### config.mk
export PLATFORM = sky130hd
export DESIGN_NAME = entity_loader
export DESIGN_NICKNAME = d
export VERILOG_FILES = /design/src/rtl/entity_loader.sv
export SDC_FILE = /design/constraint.sdc
export NUM_CORES = 1
export LEC_CHECK = 0
export CORE_UTILIZATION = 25
export CTS_CLUSTER_SIZE = 25
export DETAILED_ROUTE_END_ITERATION = 6
export GPL_ROUTABILITY_DRIVEN = 0
export PLACE_DENSITY = 0.47
export SETUP_SLACK_MARGIN = 0.05
export SYNTH_ARGS = -nofsm -noshare
export SYNTH_HDL_FRONTEND = slang
export SYNTH_SLANG_ARGS = --single-unit
### constraint.sdc
create_clock -name clk -period 1.94 [get_ports clk]
set_input_delay 0.485 -clock clk [delete_from_list [all_inputs] [get_ports clk]]
set_output_delay 0.485 -clock clk [all_outputs]
set_load 0.02 [all_outputs]
### src/rtl/entity_loader.sv
// Entity descriptor loader: assembles 3-transfer words from the MCU into shadow slots and
// copies shadow to live at the first vsync edge after a COMMIT. Optional build macro: ENTITY_LOADER_PARITY_EN.
module entity_loader #(
  parameter int TIMEOUT_CYCLES = 1024,
  parameter bit VSYNC_POL      = 1'b0
) (
  input  logic         clk,
  input  logic         rst_n,
  input  logic [6:0]   ui_data,
  input  logic         ui_strobe,
  input  logic         vsync,
  output logic [125:0] entities_o,
  output logic         commit_pend,
  output logic         err,
  output logic [1:0]   fsm_state
);

  // Handshake: each edge of ui_strobe marks one transfer; ui_data must be stable around it.
  typedef enum logic [1:0] {IDLE = 2'd0, GOT0 = 2'd1, GOT1 = 2'd2} state_t;

  localparam int              CW      = (TIMEOUT_CYCLES > 2) ? $clog2(TIMEOUT_CYCLES) : 2;
  localparam logic [CW-1:0]   TO_LAST = CW'(TIMEOUT_CYCLES - 1);
  localparam logic [13:0]     EMPTY   = 14'h3C00;

  logic           strobe_s1, strobe_s2, strobe_prev;
  logic [6:0]     data_s1, data_s2;
  logic           vs_s1, vs_s2, vs_prev;
  state_t         state;
  logic [6:0]     t0, t1;
  logic [CW-1:0]  tcnt;
  logic [8:0][13:0] shadow;

  logic        accept;
  logic        frame_edge;
  logic        is_commit;
  logic [13:0] word;
  logic        par_ok;
  logic        unused_bits;

  assign accept     = strobe_s2 ^ strobe_prev;
  assign frame_edge = (vs_s2 == VSYNC_POL) && (vs_prev != VSYNC_POL);
  assign is_commit  = (data_s2[6:3] == 4'hF);
  assign word       = {t0[2:0], t1, data_s2[6:3]};
  assign fsm_state  = state;
  assign unused_bits = ^data_s2[2:0];

`ifdef ENTITY_LOADER_PARITY_EN
  assign par_ok = ^{t0, t1, data_s2};
`else
  assign par_ok = 1'b1;
`endif

  always_ff @(posedge clk or negedge rst_n) begin
    if (!rst_n) begin
      strobe_s1   <= 1'b0;
      strobe_s2   <= 1'b0;
      strobe_prev <= 1'b0;
      data_s1     <= '0;
      data_s2     <= '0;
      vs_s1       <= ~VSYNC_POL;
      vs_s2       <= ~VSYNC_POL;
      vs_prev     <= ~VSYNC_POL;
    end else begin
      strobe_s1   <= ui_strobe;
      strobe_s2   <= strobe_s1;
      strobe_prev <= strobe_s2;
      data_s1     <= ui_data;
      data_s2     <= data_s1;
      vs_s1       <= vsync;
      vs_s2       <= vs_s1;
      vs_prev     <= vs_s2;
    end
  end

  always_ff @(posedge clk or negedge rst_n) begin
    if (!rst_n) begin
      state       <= IDLE;
      t0          <= '0;
      t1          <= '0;
      tcnt        <= '0;
      commit_pend <= 1'b0;
      err         <= 1'b0;
      shadow      <= {9{EMPTY}};
      entities_o  <= {9{EMPTY}};
    end else begin
      // Copy reads pre-write shadow, so a same-cycle write lands only in shadow.
      if (frame_edge && commit_pend) begin
        entities_o  <= shadow;
        commit_pend <= 1'b0;
      end else if (accept && (state == IDLE) && is_commit) begin
        commit_pend <= 1'b1;
      end

      case (state)
        IDLE: begin
          tcnt <= '0;
          if (accept && !is_commit) begin
            t0    <= data_s2;
            state <= GOT0;
          end
        end
        GOT0: begin
          if (accept) begin
            t1    <= data_s2;
            tcnt  <= '0;
            state <= GOT1;
          end else if (tcnt == TO_LAST) begin
            err   <= 1'b1;
            state <= IDLE;
          end else begin
            tcnt <= tcnt + 1'b1;
          end
        end
        GOT1: begin
          if (accept) begin
            tcnt  <= '0;
            state <= IDLE;
            if ((t0[6:3] < 4'd9) && par_ok) begin
              for (int i = 0; i < 9; i++) begin
                if (t0[6:3] == 4'(i)) shadow[i] <= word;
              end
            end else begin
              err <= 1'b1;
            end
          end else if (tcnt == TO_LAST) begin
            err   <= 1'b1;
            state <= IDLE;
          end else begin
            tcnt <= tcnt + 1'b1;
          end
        end
        default: state <= IDLE;
      endcase
    end
  end

endmodule

==> flow_summary_export.csv, run 1 <==
group,metric,value,unit
run_status,outcome,"completed",
yosys,yosysWarnings,0,
floorplanning,die_area,46700,µm²
clock_network,numCtsBuffers,36,
grt,grt_pass1_wl,43.4,mm
critical_path,cp.buffers_inverters,1,
final_layout,nNetsFinal,899,
critical_path,crit_type,"flip-flop to primary output",
power,p_leak,7.36,nW
yosys,synth-edff-count,0,
sta,max_freq,0.540,GHz
sta,hold_viol,0,
yosys,synth_area_leaders,"dfrtp_1 (49%), mux2_2 (25%), dfstp_2 (17%)",
power,ir_worst_vdd,0.670,mV
clock_network,cts_tree,"yes",
yosys,ys_types,42,
final_layout,multi_input_area,3660,µm²
critical_path,critPathMaxStageDelay,0.54,ns
clock_network,clk_pin_slew,0.06,ns
power,clock_power_share,0.280,
power,combinationalPowerShare,0.266,
drt,num_vias,6352,
critical_path,crit_path_start_kind,"flip-flop",
yosys,syn-num-nets,719,
yosys,synth_top_area_share,0.491,
power,p_sw,7.44,mW
drt,post_drt_wl_per_cell,18.6,µm
sta,drv_slew,0,
power,total_power,23.3,mW
hold_path,min_path_type,"flip-flop to flip-flop",
final_layout,area_delta_synth_final,30.9,%
floorplanning,start_util,0.253,
sta,tightestPinTransition,0.902,ns
final_layout,final_util,0.331,
sta,tns,0,ns
final_layout,finalInstanceArea,15000,µm²
power,internal-power,15.9,mW
grt,antenna_found_initial,0,
clock_network,insertion_delay,0.53,ns
place,portBuffers,140,
floorplanning,core.rowCount,78,
yosys,async_flop_share,1.00,
yosys,netlist_area,11500,µm²
yosys,synthCells,703,
grt,grt_overflow_total,0,
final_layout,regArea,7600,µm²
yosys,post_synth.cell_area_avg,16.3,µm²
critical_path,worstPathArrival,1.37,ns
floorplanning,die_x,216,µm
yosys,yosys.area.top_type,"dfrtp_1",
power,power-per-cell-area,1560,nW/µm²
final_layout,diodes,0,
clock_network,clk_path_buf_depth,3,
final_layout,final_common_cell,"mux2_2",
floorplanning,die_h,216,µm
critical_path,cpLargestDelayFamily,"flip-flops",
sta,relSlewSlack,0.399,
grt,grt_pass1_vias,6742,
clock_network,cts-root-buf,"clkbuf_16",
critical_path,worstPathCellList,"clkdlybuf4s15_1",
floorplanning,coreArea,45300,µm²
sta,fin_crit,1.85,ns
critical_path,cp_slowest_cell,"dfstp_2",
sta,setup_viol,0,
sta,rsz0062_at_grt,"yes",
drt,drc_errors,0,
power,power_frac_seq,0.454,
power,power.share.switching,0.319,
drt,drt_pre_antenna_iters,7,
floorplanning,ios,141,
place,hpwl,18.2,mm
final_layout,final_cell_mix,"mux2_2 (257), dfrtp_1 (224), dlygate4sd2_1 (92)",
critical_path,cp_data_required_time,1.45,ns
clock_network,clkSinkCount,300,
drt,detail-route-antenna-nets,0,
clock_network,h-tree-depth,2,
final_layout,drive_above_1_share,0.515,
drt,drt-total-wl,28.1,mm
sta,clock_skew,0.0111,ns
grt,grt_max_degree,64,
sta,post-route-period-util,0.955,
yosys,synth_flop_cell,"dfrtp_1",
yosys,ys_ff_latch,300,
critical_path,worst-path-max-fanout,2,
critical_path,crit_path_end_kind,"primary output",
drt,drt_iter0_markers,284,
yosys,ys_seq_area_frac,0.663,
drt,routed_via_density,4.21,
place,place_area,13900,µm²
grt,track_usage,0.124,
flow_run,max_cap_viol_count,0,
final_layout,fill_cells,4533,
==> what timing repair did <==
item                                    CTS  global route
buffers inserted                          0             0
cloned                                    0             0
endpoints found under the setup margin  130            52
pin swaps                                 0             0
endpoints found under the hold margin    25             0
resized for setup                       191             8
hold buffers                              1             0
==> final cells by class <==
type	count	area share
Inverter	4	0.00100
Tap cell	600	0.0501
Clock inverter	4	0.00300
Clock buffer	60	0.0735
Sequential cell	300	0.507
Multi-Input combinational cell	358	0.244
Timing Repair Buffer	183	0.122
==> registers in the layout, summed over array words and instances (netlist names), 2 cells and up <==
name	cells
data_s2	7
t0	7
tcnt	10
data_s1	7
fsm_state	2
shadow	126
t1	7
entities_o	126
==> logic make-up (layout without fill, tap and decap cells) <==
logic type / count (synthesis) / count (layout) / share of synthesized area
DFF: 300 / 300 / 0.663
muxes: 268 / 268 / 0.267
and+or+nand+nor: 58 / 58 / 0.0288
buffers and inverters: 45 / 251 / 0.0183
AOI/OAI and AO/OA: 25 / 25 / 0.0153
adders and majority gates: 5 / 5 / 0.00546
xor gates and xnor gates: 2 / 2 / 0.00218
==> worst paths after layout <==
path	start	end	slack (ns)	cells after the start
setup / recovery	entities_o[24]	entities_o[24]	0.09	1
hold reg to reg	data_s1[3]	data_s2[3]	0.34	0
max in group asynchronous	rst_n	shadow[33]	0.76	4
hold / removal	data_s1[3]	data_s2[3]	0.34	0
setup reg to reg	fsm_state[0]	shadow[119]	0.14	6
min in group asynchronous	rst_n	data_s2[3]	0.43	2
==> per-layer routing <==
metal	share of wire	track usage	up-vias
met1	0.47	0.170	3327
met3	0.042	0.0265	44
met2	0.46	0.193	127
li1	-	-	2854
met5	0	0	-
met4	0.025	0.0451	0
==> metrics by stage <==
| stage | std cells | hold slack (ns) | setup WS [ns] |
|---|---|---|---|
| 2_1_floorplan | 703 | 0.189 | 0.0639 |
| 3_3_place_gp | 1444 | 0.336 | 0.137 |
| 3_5_place_dp | 1444 | 0.336 | 0.121 |
| 4_1_cts | 1509 | 0.343 | 0.0507 |
| 5_1_grt | 1509 | 0.352 | 0.0389 |
| 6_report | 1509 | 0.342 | 0.0867 |
==> cell usage after synthesis (3+ instances only) <==
master / instances
or4_1: 3
o21ai_0: 3
dfstp_2: 75
o211ai_1: 3
ha_1: 5
inv_1: 4
o22a_1: 3
nor2b_1: 3
mux2_4: 10
nand2_1: 18
nand3_1: 8
buf_6: 4
buf_2: 9
mux2_2: 257
clkbuf_1: 18
nor3_1: 3
dfrtp_1: 225
or3_1: 3
buf_1: 10
a21oi_1: 4
nor2_1: 7
==> power by group through the flow <==
| stage | Clock (mW) | Sequential, mW | Combinational (mW) |
|---|---|---|---|
| global placement | 0 | 10.8 | 6.94 |
| CTS | 6.79 | 10.7 | 6.34 |
| global route | 7.05 | 11.0 | 6.65 |
| floorplan | 0 | 11.2 | 2.72 |
| finish | 6.54 | 10.6 | 6.21 |
| detailed placement | 0 | 10.9 | 7.02 |
(Power assumes the default switching activity.)
==> run 2, diff against run 1 <==
--- a/config.mk
+++ b/config.mk
@@ -5,8 +5,8 @@
 export SDC_FILE = /design/constraint.sdc
 export NUM_CORES = 1
 export LEC_CHECK = 0
+export ABC_CLOCK_PERIOD_IN_PS = 1940
 export CORE_UTILIZATION = 25
-export CTS_CLUSTER_SIZE = 25
 export DETAILED_ROUTE_END_ITERATION = 6
 export GPL_ROUTABILITY_DRIVEN = 0
 export PLACE_DENSITY = 0.47
==> results of run 2 <==
The final DEF is identical to that of run 1; final timing and power are the same.
==> run 3, diff against run 2 <==
--- a/config.mk
+++ b/config.mk
@@ -11,6 +11,7 @@
 export GPL_ROUTABILITY_DRIVEN = 0
 export PLACE_DENSITY = 0.47
 export SETUP_SLACK_MARGIN = 0.05
+export SKIP_CTS_REPAIR_TIMING = 1
 export SYNTH_ARGS = -nofsm -noshare
 export SYNTH_HDL_FRONTEND = slang
 export SYNTH_SLANG_ARGS = --single-unit
==> flow_summary_export.csv, run 3 (synthesis results as in run 1) <==
group,metric,value,unit
run_status,outcome,"completed",
drt,detail-route-antenna-nets,0,
sta,setup_viol,0,
critical_path,critPathMaxStageDelay,0.53,ns
drt,routed_via_density,4.21,
grt,grt_pass1_vias,6733,
sta,tns,0,ns
drt,post_drt_wl_per_cell,18.7,µm
floorplanning,die_area,46700,µm²
final_layout,final_util,0.341,
final_layout,drive_above_1_share,0.486,
final_layout,nNetsFinal,899,
clock_network,clk_pin_slew,0.06,ns
grt,grt_pass1_wl,43.3,mm
sta,drv_slew,0,
grt,antenna_found_initial,0,
critical_path,crit_type,"flip-flop to primary output",
critical_path,crit_path_end_kind,"primary output",
critical_path,worstPathArrival,1.33,ns
floorplanning,die_h,216,µm
critical_path,rr_startpoint,"fsm_state[1]",
drt,num_vias,6355,
hold_path,min_path_type,"flip-flop to flip-flop",
final_layout,largestRegisters,"entities_o x126, shadow x126, tcnt x10",
grt,grt_max_degree,64,
sta,relSlewSlack,0.408,
sta,tightestPinTransition,0.888,ns
sta,rsz0062_at_grt,"no",
final_layout,finalInstanceArea,15400,µm²
sta,max_freq,0.551,GHz
place,hpwl,18.2,mm
critical_path,crit_path_start_kind,"flip-flop",
clock_network,cts_tree,"yes",
clock_network,h-tree-depth,2,
drt,drt_pre_antenna_iters,7,
sta,whs,0.344,ns
critical_path,cp_data_required_time,1.45,ns
clock_network,insertion_delay,0.53,ns
final_layout,final_common_cell,"mux2_2",
floorplanning,die_x,216,µm
clock_network,cts-root-buf,"clkbuf_16",
drt,drt-total-wl,28.3,mm
final_layout,fill_cells,4471,
clock_network,clkSinkCount,300,
final_layout,area_delta_synth_final,34.7,%
clock_network,clk_path_buf_depth,3,
floorplanning,core.rowCount,78,
critical_path,cp_slowest_cell,"dfstp_2",
critical_path,cpLargestDelayFamily,"flip-flops",
sta,fin_crit,1.81,ns
grt,grt_overflow_total,0,
sta,post-route-period-util,0.935,
power,p_leak,9.20,nW
drt,drt_iter0_markers,282,
critical_path,worst-path-max-fanout,2,
flow_run,max_cap_viol_count,0,
critical_path,cp.buffers_inverters,1,
hold_path,hp-start,"data_s1[3]",
final_layout,regArea,7600,µm²
grt,track_usage,0.124,
final_layout,final_cell_mix,"mux2_2 (257), dfrtp_1 (224), dlymetal6s2s_1 (130)",
floorplanning,start_util,0.253,
power,total_power,23.9,mW
critical_path,worstPathCellList,"dlymetal6s2s_1",
drt,drc_errors,0,
place,place_area,13900,µm²
power,power-per-cell-area,1550,nW/µm²
sta,clock_skew,0.0125,ns
floorplanning,ios,141,
final_layout,multi_input_area,3660,µm²
critical_path,crit_start,"entities_o[38]",
floorplanning,coreArea,45300,µm²
sta,hold_viol,0,
clock_network,numCtsBuffers,36,
power,ir_worst_vdd,0.699,mV
place,portBuffers,140,
==> run 3: cell count changes in the layout (fill, tap and decap cells not counted) <==
cell | before | now
dlygate4sd2_1 | 92 | 0
buf_4 | 25 | 26
buf_6 | 1 | 0
buf_2 | 1 | 0
diode_2 | 0 | 1
clkdlybuf4s15_1 | 11 | 0
dlymetal6s2s_1 | 0 | 130
inv_1 | 4 | 3
clkdlybuf4s15_2 | 22 | 0
inv_2 | 0 | 1
clkbuf_2 | 4 | 0
==> run 3: layout make-up <==
class,count,area share
Multi-Input combinational cell,358,0.237
Timing Repair Buffer,183,0.146
Sequential cell,300,0.493
Antenna cell,1,0.000162
Tap cell,600,0.0486
Inverter,4,0.000973
Clock buffer,60,0.0714
Clock inverter,4,0.00292
==> run 3: report_power, final <==
part | internal, mW | switching, mW
clock network | 3.99 | 2.56
logic | 3.65 | 3.07
registers | 8.76 | 1.82
==> run 3: worst paths after layout <==
check                                      end  slack (ns)  cells past startpoint
worst max register to register         tcnt[0]        0.17                      5
worst max-delay path            entities_o[38]        0.13                      1
min in group asynchronous           data_s2[3]        0.43                      2
worst min-delay path                data_s2[3]        0.34                      0
max in group asynchronous           shadow[33]        0.76                      4
worst min register to register      data_s2[3]        0.34                      0
==> run 3: routing by layer <==
layer  share of wire  routed length (µm)  global-route usage
met1            0.47               13300               0.170
met2            0.46               13200               0.192
met3           0.042                1200              0.0265
met4           0.025                 699              0.0451
met5               0                   0                   0
==> run 3: stage by stage <==
step / std cells / worst slack, ns
floorplan: 703 / 0.0639
global placement: 1444 / 0.137
detailed placement: 1444 / 0.121
CTS: 1508 / -0.290
global route: 1509 / 0.0564
finish: 1510 / 0.125
